==> src/rtl/bus_reg_pkg.sv <==
// Shared types and default sizes for the bus register slave.
// Holds the FSM state enum, default geometry and counter width.
package bus_reg_pkg;

    typedef enum logic {
        IDLE = 1'b0,
        RESP = 1'b1
    } state_t;

    localparam int ADDR_W_DEF = 4;
    localparam int DATA_W_DEF = 4;
    localparam int DEPTH_DEF  = 12;
    localparam int CNT_W      = 8;

endpackage

==> src/rtl/bus_reg_slave_if.sv <==
// Request/response bus between a master and the register slave.
// Signals: req_valid/ready/write/addr/wdata, rsp_valid/ready/rdata/err.
interface bus_reg_slave_if #(
    parameter int ADDR_W = 4,
    parameter int DATA_W = 4
);

    logic              req_valid;
    logic              req_ready;
    logic              req_write;
    logic [ADDR_W-1:0] req_addr;
    logic [DATA_W-1:0] req_wdata;
    logic              rsp_valid;
    logic              rsp_ready;
    logic [DATA_W-1:0] rsp_rdata;
    logic              rsp_err;

    modport master (
        output req_valid, req_write, req_addr, req_wdata, rsp_ready,
        input  req_ready, rsp_valid, rsp_rdata, rsp_err
    );

    modport slave (
        input  req_valid, req_write, req_addr, req_wdata, rsp_ready,
        output req_ready, rsp_valid, rsp_rdata, rsp_err
    );

endinterface

==> src/rtl/bus_reg_file.sv <==
// Register storage: one sync write port, one combinational read port.
// Ports: clock, reset, wr_en/wr_addr/wr_data, rd_addr -> rd_data.
module bus_reg_file
    import bus_reg_pkg::*;
#(
    parameter int ADDR_W = ADDR_W_DEF,
    parameter int DATA_W = DATA_W_DEF,
    parameter int DEPTH  = DEPTH_DEF
) (
    input  logic              clock,
    input  logic              reset,
    input  logic              wr_en,
    input  logic [ADDR_W-1:0] wr_addr,
    input  logic [DATA_W-1:0] wr_data,
    input  logic [ADDR_W-1:0] rd_addr,
    output logic [DATA_W-1:0] rd_data
);

    localparam logic [ADDR_W:0] LIMIT = (ADDR_W+1)'(DEPTH);

    logic [DATA_W-1:0] regs [DEPTH];
    logic              wr_ok;
    logic              rd_ok;

    // Addresses at or beyond DEPTH never touch storage.
    assign wr_ok = ({1'b0, wr_addr} < LIMIT);
    assign rd_ok = ({1'b0, rd_addr} < LIMIT);

    always_ff @(posedge clock or posedge reset) begin
        if (reset) begin
            for (int i = 0; i < DEPTH; i++) begin
                regs[i] <= '0;
            end
        end else if (wr_en && wr_ok) begin
            regs[wr_addr] <= wr_data;
        end
    end

    assign rd_data = rd_ok ? regs[rd_addr] : '0;

endmodule

==> src/rtl/bus_reg_slave.sv <==
// Register slave: IDLE/RESP handshake FSM plus response registers.
// Ports: clock, reset, bus (slave modport), txn_count.
// Macro BUS_REG_SLAVE_ERR_EN flags accesses with addr >= DEPTH.
module bus_reg_slave
    import bus_reg_pkg::*;
#(
    parameter int ADDR_W = ADDR_W_DEF,
    parameter int DATA_W = DATA_W_DEF,
    parameter int DEPTH  = DEPTH_DEF
) (
    input  logic             clock,
    input  logic             reset,
    bus_reg_slave_if.slave   bus,
    output logic [CNT_W-1:0] txn_count
);

    state_t            state;
    state_t            state_n;
    logic              accept;
    logic              done;
    logic              err_n;
    logic [DATA_W-1:0] rd_data;
    logic [DATA_W-1:0] rdata_q;
    logic              err_q;

    bus_reg_file #(
        .ADDR_W (ADDR_W),
        .DATA_W (DATA_W),
        .DEPTH  (DEPTH)
    ) u_file (
        .clock   (clock),
        .reset   (reset),
        .wr_en   (accept && bus.req_write),
        .wr_addr (bus.req_addr),
        .wr_data (bus.req_wdata),
        .rd_addr (bus.req_addr),
        .rd_data (rd_data)
    );

`ifdef BUS_REG_SLAVE_ERR_EN
    localparam logic [ADDR_W:0] LIMIT = (ADDR_W+1)'(DEPTH);
    assign err_n = ({1'b0, bus.req_addr} >= LIMIT);
`else
    assign err_n = 1'b0;
`endif

    always_ff @(posedge clock or posedge reset) begin
        if (reset) begin
            state <= IDLE;
        end else begin
            state <= state_n;
        end
    end

    always_comb begin
        state_n = state;
        accept  = 1'b0;
        done    = 1'b0;
        unique case (state)
            IDLE: begin
                if (bus.req_valid) begin
                    accept  = 1'b1;
                    state_n = RESP;
                end
            end
            RESP: begin
                if (bus.rsp_ready) begin
                    done    = 1'b1;
                    state_n = IDLE;
                end
            end
        endcase
    end

    // Response fields load only on accept, so they hold through RESP.
    // Write responses and out-of-range reads carry zero data.
    always_ff @(posedge clock or posedge reset) begin
        if (reset) begin
            rdata_q   <= '0;
            err_q     <= 1'b0;
            txn_count <= '0;
        end else begin
            if (accept) begin
                rdata_q <= bus.req_write ? '0 : rd_data;
                err_q   <= err_n;
            end
            if (done) begin
                txn_count <= txn_count + 1'b1;
            end
        end
    end

    assign bus.req_ready = (state == IDLE);
    assign bus.rsp_valid = (state == RESP);
    assign bus.rsp_rdata = rdata_q;
    assign bus.rsp_err   = err_q;

endmodule

==> src/flat_wrapper.sv <==
// flat-port wrapper written by rule: the top's interface ports become plain ports
module bus_reg_slave_flat import bus_reg_pkg::*;
#(
    parameter int ADDR_W = ADDR_W_DEF,
    parameter int DATA_W = DATA_W_DEF,
    parameter int DEPTH  = DEPTH_DEF
)
  (clock, reset, txn_count, bus_req_valid, bus_req_write, bus_req_addr, bus_req_wdata, bus_rsp_ready, bus_req_ready, bus_rsp_valid, bus_rsp_rdata, bus_rsp_err);
  bus_reg_slave_if #(.ADDR_W(ADDR_W), .DATA_W(DATA_W)) bus_i ();
  input  logic clock;
  input  logic reset;
  output logic [CNT_W-1:0] txn_count;
  input wire logic [$bits(bus_i.req_valid)-1:0] bus_req_valid;
  input wire logic [$bits(bus_i.req_write)-1:0] bus_req_write;
  input wire logic [$bits(bus_i.req_addr)-1:0] bus_req_addr;
  input wire logic [$bits(bus_i.req_wdata)-1:0] bus_req_wdata;
  input wire logic [$bits(bus_i.rsp_ready)-1:0] bus_rsp_ready;
  output wire logic [$bits(bus_i.req_ready)-1:0] bus_req_ready;
  output wire logic [$bits(bus_i.rsp_valid)-1:0] bus_rsp_valid;
  output wire logic [$bits(bus_i.rsp_rdata)-1:0] bus_rsp_rdata;
  output wire logic [$bits(bus_i.rsp_err)-1:0] bus_rsp_err;
  assign bus_i.req_valid = bus_req_valid;
  assign bus_i.req_write = bus_req_write;
  assign bus_i.req_addr = bus_req_addr;
  assign bus_i.req_wdata = bus_req_wdata;
  assign bus_i.rsp_ready = bus_rsp_ready;
  assign bus_req_ready = bus_i.req_ready;
  assign bus_rsp_valid = bus_i.rsp_valid;
  assign bus_rsp_rdata = bus_i.rsp_rdata;
  assign bus_rsp_err = bus_i.rsp_err;
  bus_reg_slave #(.ADDR_W(ADDR_W), .DATA_W(DATA_W), .DEPTH(DEPTH)) u_core (.clock(clock), .reset(reset), .bus(bus_i), .txn_count(txn_count));
endmodule
==> config.mk <==
export PLATFORM = sky130hd
export DESIGN_NAME = bus_reg_slave_flat
export DESIGN_NICKNAME = d
export VERILOG_FILES = /design/src/rtl/bus_reg_pkg.sv /design/src/rtl/bus_reg_slave_if.sv /design/src/rtl/bus_reg_file.sv /design/src/rtl/bus_reg_slave.sv /design/src/flat_wrapper.sv
export SDC_FILE = /design/constraint.sdc
export NUM_CORES = 1
export LEC_CHECK = 0
export ABC_AREA = 1
export CAP_MARGIN = 20
export CORE_MARGIN = 1
export CORE_UTILIZATION = 35
export CTS_BUF_LIST = sky130_fd_sc_hd__clkbuf_4 sky130_fd_sc_hd__clkbuf_8
export DETAILED_ROUTE_END_ITERATION = 8
export DONT_BUFFER_PORTS = 1
export GPL_TIMING_DRIVEN = 0
export SKIP_CTS_REPAIR_TIMING = 1
export SYNTH_ARGS = -nofsm -noshare
export SYNTH_HDL_FRONTEND = slang
export SYNTH_SLANG_ARGS = --single-unit
==> constraint.sdc <==
create_clock -name clock -period 2.9 [get_ports clock]
set_clock_uncertainty 0.2 [all_clocks]
set_input_delay 0.58 -clock clock [delete_from_list [all_inputs] [get_ports clock]]
set_output_delay 0.58 -clock clock [all_outputs]
set_load 0.02 [all_outputs]
# Yosys cells after proc, flatten, opt, wreduce, memory -nomap -nowiden
# Index checks and enable logic that the tools add are counted.
[totals]
ff_bits = 61
in_bits = 13
[classes]
addsub = 1
order_cmp = 3
muxes = 14
bitwise = 2
n_reduce_logical = 3
[op_table]
columns = ["operator", "count"]
rows = [
  ["bitwise mux 48 bit", 1],
  ["two-way mux 4 bit", 5],
  ["binary-select mux 4 bit (select 4 bit)", 1],
  ["demux 4 bit (select 4 bit)", 1],
  ["adder 8 x 1 -> 8 bit (second input constant)", 1],
  [">= comparator 5 bit (second input constant)", 1],
  ["less-than comparator 5 x 1 -> 1 bit (second input constant)", 1],
  ["two-way mux 1 bit", 5],
  ["NOT 4 -> 5 bit", 1],
  ["less-than comparator 4 bit (second input constant)", 1],
  ["logical AND 1 bit", 3],
  ["case mux 1 bit (2 select lines)", 1],
  ["NOT 1 bit", 1],
]

# Depth between registers and ports, before layout
# Gate-level depths: netlist of run 1.
[depth]
ltp_word = 6
depth_mapped = 12
depth_no_buf = 9

# By module
# A second synthesis of run 1 with hierarchy kept.
[hier_totals]
hier_cells = 366
area_unflattened_um2 = 2895.3
[by_module_without_submodules]
columns = ["mod", "n_inst", "cells_each", "area_each_um2"]
rows = [
  ["bus_reg_file", 1, 287, 2254.7],
  ["bus_reg_slave", 1, 79, 640.6],
]

# Least setup slack after synthesis of run 1
# No wires, ideal clock.
[synth_path]
kind = "input to register"
startpoint = "in bus_req_addr[0]"
endpoint = "reg u_core.u_file.regs[44] (netlist bit)"
t_arrival_ps = 1325
path_slack_ps = 1240
stages = 6
path_buffers = 2
path_cell_list = "buf_6 buf_2 nor3_4 nand2_2 nand2_1 o21ai_0"
[synth_via]
elab_chain_len = 6
elab_cells_between_ends = 9
[synth_rtl]
columns = ["element", "line", "text"]
rows = [
  ["from (decl)", "flat_wrapper.sv:15", "input wire logic [$bits(bus_i.req_addr)-1:0] bus_req_addr;"],
  ["NOT 4 -> 5 bit (not written as such)", "bus_reg_file.sv:35", "regs[wr_addr] <= wr_data;"],
  [">= comparator 5 bit (not written as such) / less-than comparator 5 x 1 -> 1 bit (equally long branches)", "bus_reg_file.sv:35", ""],
  ["logical AND 1 bit (not written as such)", "bus_reg_file.sv:35", ""],
  ["two-way mux 4 bit (not written as such)", "bus_reg_file.sv:35", ""],
  ["demux 4 bit (select 4 bit)", "bus_reg_file.sv:35", ""],
  ["bitwise mux 48 bit", "bus_reg_file.sv:35", ""],
  ["to (signal, indexed assignment)", "bus_reg_file.sv:35", ""],
  ["to (decl)", "bus_reg_file.sv:21", "logic [DATA_W-1:0] regs [DEPTH];"],
]
# Several ways; a longest one is shown, not always the timed one.
# A chain may end at the register's enable or synchronous reset.

# Final worst setup path of run 1
[layout_path]
startpoint = "reg u_core.state, in the netlist u_core.bus.rsp_valid"
endpoint = "out bus_req_ready"
[layout_via]
elab_chain_len = 1
[layout_rtl]
columns = ["element", "line", "text"]
rows = [
  ["from (decl)", "bus_reg_slave.sv:17", "state_t state;"],
  ["from (signal assigned)", "bus_reg_slave.sv:51", "state <= state_n;"],
  ["NOT 1 bit", "bus_reg_slave.sv:93", "assign bus.req_ready = (state == IDLE);"],
  ["to (decl)", "flat_wrapper.sv:18", "output wire logic [$bits(bus_i.req_ready)-1:0] bus_req_ready;"],
]
# Every way passes these cells.

==> flow_summary_export.csv, run 1 <==
group,metric,value,unit
status,status,"completed",
synthesis,ys_ff_latch,61,
synthesis,synth_nets,384,
critical_path,crit_chain,"inv_1",
final_layout,syn_to_final_growth,11.81,%
placement,port_buffers,0,
sta,finalHoldViolCount,0,
critical_path,cp-start-kind,"flip-flop",
detailed_routing,wl_met2,3006,um
critical_path,cp_num_buf_inv,1,
detailed_routing,first_pass_iters,4,
cts,numCtsBuffers,9,
detailed_routing,met3_length,208,um
cts,clk_root_buffer_cell,"clkbuf_8",
synthesis,synthTopCellsByArea,"dfrtp_1 (52%), nand2_1 (24%), o21ai_1 (4.7%)",
placement,dp_cells,476,
floorplanning,initial_core_util,0.3616,
critical_path,cp_slowest_cell,"dfrtp_1",
critical_path,crit_path_end_kind,"output port",
critical_path,r2r-end,"u_core.u_file.regs[32]$_DFFE_PP0P_",
final_layout,antenna_cells,0,
sta,final-setup-viol-count,0,
synthesis,avgSynthCellArea,7.991,um2
cts,cts_sinks,61,
synthesis,synth_top_cell_by_area,"dfrtp_1",
critical_path,arrival,1.03,ns
critical_path,path_delay_family,"flip-flops",
final_layout,post-route-util,0.4043,
critical_path,r2r_slack,1.12,ns
synthesis,async_flop_share,1.000,
global_routing,grt_pass1_vias,2239,
cts,htreeDepth,3,
synthesis,synth_edf_count,0,
placement,gp_congestion,0.7750,
critical_path,crit_fanout,4,
synthesis,synth_flop_cell,"dfrtp_1",
hold_path,holdPathStages,2,
floorplanning,placementRows,33,
pwr,powerDensity,684.4,nW/um2
sta,max_slew_margin,0.5814,
global_routing,antenna_found_initial,0,
cts,clock_latency,0.33,ns
synthesis,netlist.area_leader.share,0.5163,
sta,period_minus_slack,1.808,ns
final_layout,multi_input_area,1261,um2
synthesis,yosysMostFrequentCell,"nand2_1",
critical_path,reg2regPathDepth,6,
detailed_routing,ant_nets,0,
run,cap_violations,0,
critical_path,slowest_delay,0.48,ns
floorplanning,die_y,93.91,um
synthesis,synth_cell_types,25,
sta,worstMarginPinSlew,0.6279,ns
global_routing,track_usage,0.1731,
hold_path,hold_end,"u_core.bus.rsp_valid$_DFF_PP0_",
synthesis,synthCells,370,
global_routing,grt_pass1_wl,11260,um
hold_path,hp-class,"in2reg",
sta,min_period_over_period,0.6234,
sta,rsz0062_at_grt,"no",
detailed_routing,drcViolationCount,0,
final_layout,fin_cells,491,
final_layout,drive_gt1_frac,0.1244,
final_layout,seqCellArea,1526,um2
cts,cts_tree,"done",
global_routing,grt_max_degree,39,
critical_path,cp-startpoint,"u_core.bus.rsp_valid$_DFF_PP0_",
synthesis,yosysWarnings,0,
critical_path,r2r-start,"u_core.bus.rsp_valid$_DFF_PP0_",
synthesis,netlist_top_cells_count,"nand2_1 (187), dfrtp_1 (61), o21ai_1 (28)",
critical_path,crit_type,"reg2out",
cts,cts_buffer_depth,2,
detailed_routing,wire_per_inst,13.79,um
detailed_routing,top_layer_used,"met4",
detailed_routing,via_count,2298,
hold_path,min_from,"bus_req_valid",
sta,slew_violations,0,
critical_path,cp_data_required_time,2.12,ns
floorplanning,dieArea,8819,um2
synthesis,ys_seq_area_frac,0.5163,
sta,fmaxAchievable,553.1,MHz
detailed_routing,wl,6771,um
detailed_routing,detail_route.vias_per_cell,4.680,
detailed_routing,drt_iter0_markers,131,
final_layout,nets,397,
floorplanning,die_w,93.91,um
detailed_routing,met1_length,3369,um
placement,dp_hpwl,4685,um
floorplanning,ios,28,
floorplanning,core,8175,um2
final_layout,fill_cells,849,
pwr,max-vdd-ir-drop,0.2838,mV
pwr,p_leak,1.701,nW
synthesis,syn-cell-area,2957,um2
global_routing,overflow,0,
cts,path_clk_slew,0.06,ns
report_power, final:
group	switching, W	internal [W]	total (W)	leakage (nW)
Sequential	0.000176	0.000999	0.00117	0.804
Combinational	0.000215	0.000136	0.000350	0.798
Clock	0.000308	0.000429	0.000737	0.0991
Total	0.000699	0.00156	0.00226	1.70
final cells by class:
type                            instances  area share
Tap cell                              105     0.03974
Buffer                                 14     0.02952
Clock inverter                          2     0.01060
Timing Repair Buffer                    2    0.009084
Clock buffer                           12     0.04618
Inverter                               19     0.02157
Sequential cell                        61      0.4618
Multi-Input combinational cell        276      0.3815
flip-flops by register name, summed over array words and instances (netlist names):
register and cells:
u_core.bus.rsp_rdata 4, u_core.bus.rsp_valid 1, u_core.txn_count 8, u_core.u_file.regs 48
cell families (layout without fill, tap and decap cells):
logic type      after synthesis  in the layout  synth area share
other cells                   1              1          0.001268
xor+xnor                      7              7           0.02074
fa+ha+maj                     1              1          0.004231
flops                        61             61            0.5163
compound gates               50             50           0.08548
simple gates                217            217            0.3149
buf+inv                      33             49           0.05713
through the flow:
step                      hold slack, ns  setup TNS [ns]  instance area (um2)  total power [W]  setup WS [ns]
after global placement            0.2650          -1.704                 3088         0.001522       -0.03163
after CTS                       -0.02485               0                 3296         0.002284          1.074
after global routing              0.2029               0                 3306         0.002390         0.9786
after detailed placement          0.2734               0                 3108         0.001537          1.036
after floorplan                   0.2534               0                 2957         0.001440         0.6070
final                             0.1912               0                 3306         0.002262          1.092
worst max path at each step:
| stage | cells after the start | slack (ns) | to |
|---|---|---|---|
| final | 1 | 1.09 | bus_req_ready |
| after global routing | 6 | 0.98 | u_core.u_file.regs[47]$_DFFE_PP0P_ |
| after detailed placement | 7 | 1.04 | u_core.u_file.regs[32]$_DFFE_PP0P_ |
| after floorplan | 1 | 0.61 | u_core.bus.rsp_rdata[0]$_DFFE_PP0N_ |
| after CTS | 1 | 1.07 | bus_req_ready |
| after global placement | 1 | -0.03 | u_core.u_file.regs[6]$_DFFE_PP0P_ |
layer usage:
metal	track usage	vias up
li1	-	1181
met1	0.2441	1064
met2	0.2512	37
met3	0.03398	16
met4	0.08718	0
met5	0	-
layout by cell type (no fill, tap or decap), drive strengths merged:
cell type	n
dlygate4sd3	1
inv	19
conb	1
clkbuf	16
or2	1
xnor2	1
nand2	197
buf	11
nor2	5
nand4	3
bufinv	1
nand3	7
ha	1
nor3	4
xor2	6
o21ai	48
a21oi	1
clkinv	1
a211oi	1
dfrtp	61
Note: power is estimated with default switching activity, not from simulation.
==> inputs of run 2 (changes only) <==
==> constraint.sdc (replaced) <==
create_clock -name clock -period 1.8 [get_ports clock]
set_clock_uncertainty 0.2 [all_clocks]
set_input_delay 0.36 -clock clock [delete_from_list [all_inputs] [get_ports clock]]
set_output_delay 0.36 -clock clock [all_outputs]
set_load 0.02 [all_outputs]
==> run 2 against run 1 <==
The run now ends with negative hold slack left. Sequential share of layout area down 0.98 points. Utilization up 0.98 points. Clock power up 85%. Worst setup slack worse by 1.0 ns.
==> flow_summary_export.csv, run 2 (synthesis gave the netlist of run 1 again) <==
group,metric,value,unit
detailed_routing,drt_iter0_markers,155,
cts,path_clk_slew,0.08,ns
sta,hold_ws,-0.01380,ns
global_routing,grt_pass1_wl,11140,um
floorplanning,dieArea,8819,um2
critical_path,crit_type,"reg2reg",
sta,min_period_over_period,0.9483,
critical_path,crit_chain,"nor2_4 -> nand2_4 -> nor3_4 -> buf_4 -> nand2_4 -> nand2_1 -> o21ai_1",
global_routing,antenna_found_initial,0,
critical_path,crit_path_end_kind,"flip-flop",
sta,fmaxAchievable,585.8,MHz
floorplanning,ios,28,
sta,max_slew_margin,0.5611,
pwr,p_leak,1.734,nW
critical_path,arrival,1.71,ns
critical_path,crit_fanout,8,
hold_path,hp-class,"in2reg",
critical_path,cp_slowest_cell,"dfrtp_2",
status,violations,"negative hold slack",
critical_path,path_delay_family,"simple AND/OR/NAND/NOR gates",
placement,detailed_place.area,3112,um2
final_layout,antenna_cells,0,
critical_path,cp_num_buf_inv,1,
final_layout,top_register,"u_core.u_file.regs",
floorplanning,placementRows,33,
critical_path,cp_data_required_time,1.80,ns
final_layout,fill_cells,851,
floorplanning,initial_core_util,0.3616,
sta,worstMarginPinSlew,0.6583,ns
cts,htreeDepth,3,
final_layout,final_area,3386,um2
pwr,fin_total_pwr,0.003829,W
detailed_routing,detail_route.vias_per_cell,4.770,
run,cap_violations,0,
floorplanning,die_w,93.91,um
pwr,powerDensity,1131,nW/um2
cts,cts_tree,"done",
cts,cts_sinks,61,
global_routing,overflow,0,
detailed_routing,first_pass_iters,4,
final_layout,syn_to_final_growth,14.52,%
status,status,"finished, violations left",
sta,tns,0,ns
critical_path,slowest_delay,0.49,ns
sta,slew_violations,0,
final_layout,nets,399,
placement,port_buffers,0,
sta,final-setup-viol-count,0,
placement,gp_congestion,0.7993,
final_layout,post-route-util,0.4141,
final_layout,layout_commonest_cell,"nand2_1",
sta,finalHoldViolCount,2,
detailed_routing,wire_per_inst,13.63,um
floorplanning,core,8175,um2
sta,period_minus_slack,1.707,ns
detailed_routing,via_count,2361,
final_layout,mostFrequentLayoutCells,"nand2_1 (187), dfrtp_1 (58), o21ai_1 (28)",
detailed_routing,drcViolationCount,0,
cts,clock_latency,0.34,ns
global_routing,grt_max_degree,37,
final_layout,largest_register_ffs,48,
critical_path,cp-start-kind,"flip-flop",
floorplanning,die_y,93.91,um
cts,numCtsBuffers,9,
global_routing,grt_pass1_vias,2236,
detailed_routing,ant_nets,0,
cts,clk_root_buffer_cell,"clkbuf_8",
placement,dp_hpwl,4701,um
global_routing,track_usage,0.1702,
pwr,max-vdd-ir-drop,0.6912,mV
sta,rsz0062_at_grt,"yes",
detailed_routing,wl,6748,um
final_layout,drive_gt1_frac,0.1436,
critical_path,cp_common_cell,"nand2_4",
cts,cts_buffer_depth,2,
[run 2: cell count changes in the layout (fill, tap and decap cells not counted), moves of 2 or more]
cell        previous run  this run
clkbuf_4               2         0
clkinv_4               0         2
clkinvlp_4             0         2
dfrtp_1               61        58
dfrtp_2                0         3
nand2_2               10         8
nand2_4                0         2
nor2_1                 3         1
[run 2: where the power goes]
group / internal, W / leakage [nW] / switching [W]
combinational: 0.000225 / 0.823 / 0.000351
clock: 0.000786 / 0.110 / 0.000571
sequential: 0.00161 / 0.801 / 0.000283
total: 0.00262 / 1.73 / 0.00121
[run 2: metal layers]
metal / GRT usage / up-vias / wire [um]
met3: 0.03155 / 7 / 243
met5: 0 / - / 0
met1: 0.2352 / 1122 / 3297
met4: 0.08077 / 0 / 80
met2: 0.2567 / 42 / 3127
li1: - / 1190 / -
[run 2: stage by stage]
stage	instances	hold WS, ns	setup WS, ns
floorplan	370	0.2534	0.1900
global placement	475	0.2650	0.02568
detailed placement	476	0.1277	0.03775
CTS	492	-0.2451	0.01577
global route	495	0.01961	-0.01462
finish	495	-0.01380	0.09305
[run 2: final timing paths]
check | from | endpoint | slack [ns] | depth (start not counted)
setup / recovery | u_core.bus.rsp_valid$_DFF_PP0_ | u_core.u_file.regs[9]$_DFFE_PP0P_ | 0.09 | 7
hold / removal | bus_req_wdata[0] | u_core.u_file.regs[24]$_DFFE_PP0P_ | -0.01 | 2
setup reg to reg | u_core.bus.rsp_valid$_DFF_PP0_ | u_core.u_file.regs[9]$_DFFE_PP0P_ | 0.09 | 7
hold reg to reg | u_core.u_file.regs[37]$_DFFE_PP0P_ | u_core.u_file.regs[37]$_DFFE_PP0P_ | 0.29 | 2
max in group asynchronous | reset | u_core.u_file.regs[17]$_DFFE_PP0P_ | 0.47 | 3
min in group asynchronous | reset | u_core.bus.rsp_rdata[0]$_DFFE_PP0N_ | 0.36 | 2
[run 2: layout make-up]
cell class                 count  area (um2)  share of cell area
clock buffer                   9       123.9             0.03659
tap                          105       131.4             0.03880
clock inverter                 7       98.84             0.02919
multi-input combinational    276        1281              0.3784
sequential                    61        1530              0.4520
timing repair buffer           4       47.55             0.01404
buffer                        14       97.59             0.02882
inverter                      19       75.07             0.02217
[run 2: worst register-to-register path, stage by stage, from the launching register on]
cell	delay [ns]
dfrtp_2	0.49
nor2_4	0.16
nand2_4	0.10
nor3_4	0.26
buf_4	0.17
nand2_4	0.07
nand2_1	0.07
o21ai_1	0.05
==> inputs of run 3 (changes only) <==
--- a/config.mk
+++ b/config.mk
@@ -7,7 +7,7 @@
 export LEC_CHECK = 0
 export ABC_AREA = 1
 export CAP_MARGIN = 20
-export CORE_MARGIN = 1
+export CORE_MARGIN = 2
 export CORE_UTILIZATION = 35
 export CTS_BUF_LIST = sky130_fd_sc_hd__clkbuf_4 sky130_fd_sc_hd__clkbuf_8
 export DETAILED_ROUTE_END_ITERATION = 8
@@ -16,4 +16,5 @@
 export SKIP_CTS_REPAIR_TIMING = 1
 export SYNTH_ARGS = -nofsm -noshare
 export SYNTH_HDL_FRONTEND = slang
+export SYNTH_HIERARCHICAL = 1
 export SYNTH_SLANG_ARGS = --single-unit
==> run 3 against run 2 <==
The flow finishes with violations (negative setup slack). Combinational power increased by 11%. Fmax decreased by 12%. First-iteration DRC count increased by 26%. Synthesized cell count decreased by 1.1%. Sequential cell count unchanged. Routed wire length increased by 3.8%. Largest power group unchanged. Utilization increased by 1.6 points.
==> flow_summary_export.csv, run 3 <==
group,metric,value,unit
placement,port_buffers,0,
critical_path,cp_common_cell,"nor2_4",
global_routing,antenna_found_initial,0,
status,status,"finished, violations left",
critical_path,cp-start-kind,"flip-flop",
critical_path,r2r-end,"u_core/u_file/regs[16]$_DFFE_PP0P_",
floorplanning,dieArea,9016,um2
synthesis,synth-compound-area-share,0.08643,
floorplanning,initial_core_util,0.3559,
global_routing,grt_pass1_wl,10850,um
synthesis,synthMuxAreaShare,0,
critical_path,r2r-start,"u_core/bus.rsp_valid$_DFF_PP0_",
placement,dp_cells,472,
detailed_routing,wire_per_inst,14.07,um
pwr,intPower,0.002553,W
synthesis,syn-cell-area,2895,um2
status,violations,"negative setup slack",
critical_path,cp-startpoint,"u_core/bus.rsp_valid$_DFF_PP0_",
final_layout,largest_register_ffs,48,
synthesis,synthTopCellsByArea,"dfrtp_1 (53%), nand2_1 (18%), nand3_1 (8.1%)",
pwr,power_frac_comb,0.167,
pwr,p_leak,1.643,nW
floorplanning,die_y,94.95,um
synthesis,synth_edf_count,0,
synthesis,synth_xor_area_frac,0.006050,
sta,rsz0062_at_grt,"yes",
global_routing,overflow,0,
critical_path,arrival,1.94,ns
pwr,clockPowerShare,0.329,
final_layout,layout_commonest_cell,"nand2_1",
detailed_routing,ant_nets,0,
synthesis,synth_top_family_by_area,"simple AND/OR/NAND/NOR gates",
sta,tns,-2.887,ns
synthesis,synth_flop_cell,"dfrtp_1",
critical_path,cp_slowest_cell,"dfrtp_2",
critical_path,crit_chain,"nor2_4 -> inv_4 -> nor2_4 -> inv_2 -> nor3_4 -> buf_6 -> nand3_4 -> nand2_2 -> o21ai_1",
critical_path,crit_fanout,8,
detailed_routing,drcViolationCount,0,
cts,clk_root_buffer_cell,"clkbuf_8",
final_layout,antenna_cells,0,
sta,min_period_over_period,1.081,
cts,cts_tree,"done",
global_routing,track_usage,0.1607,
detailed_routing,wl,7007,um
sta,final-setup-viol-count,32,
cts,htreeDepth,3,
sta,fmaxAchievable,514.0,MHz
detailed_routing,first_pass_iters,4,
critical_path,r2r_slack,-0.15,ns
cts,cts_sinks,61,
synthesis,ys_ff_latch,61,
sta,worstMarginPinSlew,0.7638,ns
sta,max_slew_margin,0.4889,
detailed_routing,drt_iter0_markers,196,
cts,numCtsBuffers,9,
synthesis,synthSimpleGateAreaFrac,0.3189,
sta,slew_violations,0,
synthesis,ys_seq_area_frac,0.5272,
synthesis,netlist.area_leader.share,0.5272,
final_layout,top_register,"u_core/u_file/regs",
sta,hold_ws,0.01341,ns
pwr,swShare,0.3302,
synthesis,synth_cell_types,22,
final_layout,drive_gt1_frac,0.1654,
sta,finalHoldViolCount,0,
pwr,power_switching,0.001258,W
synthesis,synthCells,366,
synthesis,async_flop_share,1.000,
synthesis,synth_nets,380,
critical_path,slowest_delay,0.50,ns
synthesis,yosysWarnings,6,
critical_path,reg2regPathDepth,9,
cts,path_clk_slew,0.08,ns
cts,cts_buffer_depth,2,
pwr,max-vdd-ir-drop,0.3631,mV
critical_path,crit_path_end_kind,"flip-flop",
global_routing,grt_max_degree,41,
placement,dp_hpwl,4652,um
critical_path,critPathCapture,"u_core/u_file/regs[16]$_DFFE_PP0P_",
hold_path,hp-class,"in2reg",
sta,period_minus_slack,1.946,ns
floorplanning,die_w,94.95,um
detailed_routing,via_count,2426,
synthesis,yosysMostFrequentCell,"nand2_1",
synthesis,synth_top_cell_by_area,"dfrtp_1",
pwr,p_seq_frac,0.503,
detailed_routing,detail_route.vias_per_cell,4.871,
critical_path,crit_type,"reg2reg",
floorplanning,ios,28,
floorplanning,core,8134,um2
final_layout,mostFrequentLayoutCells,"nand2_1 (123), dfrtp_1 (60), nand3_1 (44)",
final_layout,fin_cells,498,
pwr,powerDensity,1089,nW/um2
synthesis,avgSynthCellArea,7.911,um2
synthesis,synthAdderAreaFrac,0.004322,
run,cap_violations,0,
cts,clock_latency,0.34,ns
final_layout,syn_to_final_growth,20.92,%
critical_path,cp_data_required_time,1.80,ns
final_layout,nets,402,
synthesis,netlist_top_cells_count,"nand2_1 (135), dfrtp_1 (61), nand3_1 (47)",
global_routing,grt_pass1_vias,2169,
sta,timing.final.ws_setup,-0.1456,ns
floorplanning,placementRows,33,
placement,gp_congestion,0.8708,
run 3: routing by layer:
metal / wire, um / vias up / track usage
met1: 3202 / 1120 / 0.2139
met4: 108 / 0 / 0.07609
met3: 363 / 6 / 0.03432
li1: - / 1227 / -
met2: 3332 / 73 / 0.2494
met5: 0 / - / 0
run 3: logic make-up (layout without fill, tap and decap cells):
| family | Yosys count | count (layout) |
|---|---|---|
| and+or+nand+nor | 212 | 212 |
| DFF | 61 | 61 |
| AOI/OAI and AO/OA | 50 | 50 |
| adders and majority gates | 1 | 1 |
| xor gates and xnor gates | 2 | 2 |
| other | 1 | 1 |
| buffers and inverters | 39 | 66 |
run 3: metrics by stage:
stage | total power, W | setup slack, ns | util | cell area [um2]
after global routing | 0.004045 | -0.2460 | 0.4304 | 3501
final | 0.003811 | -0.1456 | 0.4304 | 3501
after detailed placement | 0.002512 | -0.3053 | 0.3759 | 3058
after floorplan | 0.002349 | 0.03896 | - | 2907
after global placement | 0.002484 | -0.4730 | 0.3735 | 3038
after CTS | 0.003787 | -0.3307 | 0.4015 | 3266
run 3: worst min path at each step:
stage	start	cells after the start	slack (ns)	endpoint
finish	bus_req_wdata[1]	2	0.01	u_core/u_file/regs[21]$_DFFE_PP0P_
global route	bus_req_addr[1]	2	0.01	u_core/u_file/regs[19]$_DFFE_PP0P_
CTS	reset	1	-0.39	u_core/u_file/regs[43]$_DFFE_PP0P_
detailed placement	reset	1	-0.02	u_core/u_file/regs[43]$_DFFE_PP0P_
global placement	reset	1	0.1	u_core/bus.rsp_rdata[0]$_DFFE_PP0P_
floorplan	reset	1	0.04	u_core/bus.rsp_rdata[0]$_DFFE_PP0P_
run 3: layout make-up:
cell class,instances,area [um2]
Fill cell,789,4633
Sequential cell,61,1528
Multi-Input combinational cell,266,1361
Clock buffer,10,137.6
Tap cell,105,131.4
Timing Repair Buffer,11,108.9
Inverter,27,103.9
Clock inverter,6,70.07
Buffer,12,60.06
run 3: power by group through the flow:
stage | clock, W | combinational (W) | sequential (W)
final | 0.00126 | 0.000637 | 0.00192
after detailed placement | 0 | 0.000578 | 0.00193
after global placement | 0 | 0.000553 | 0.00193
after global routing | 0.00135 | 0.000731 | 0.00196
after CTS | 0.00129 | 0.000581 | 0.00191
after floorplan | 0 | 0.000467 | 0.00188
run 3: worst max-delay path: cells and delay by family (launching register included):
family | cells | cell delay (ns)
buffers and inverters | 3 | 0.29
DFF | 1 | 0.50
and+or+nand+nor | 5 | 0.76
AOI/OAI and AO/OA | 1 | 0.06
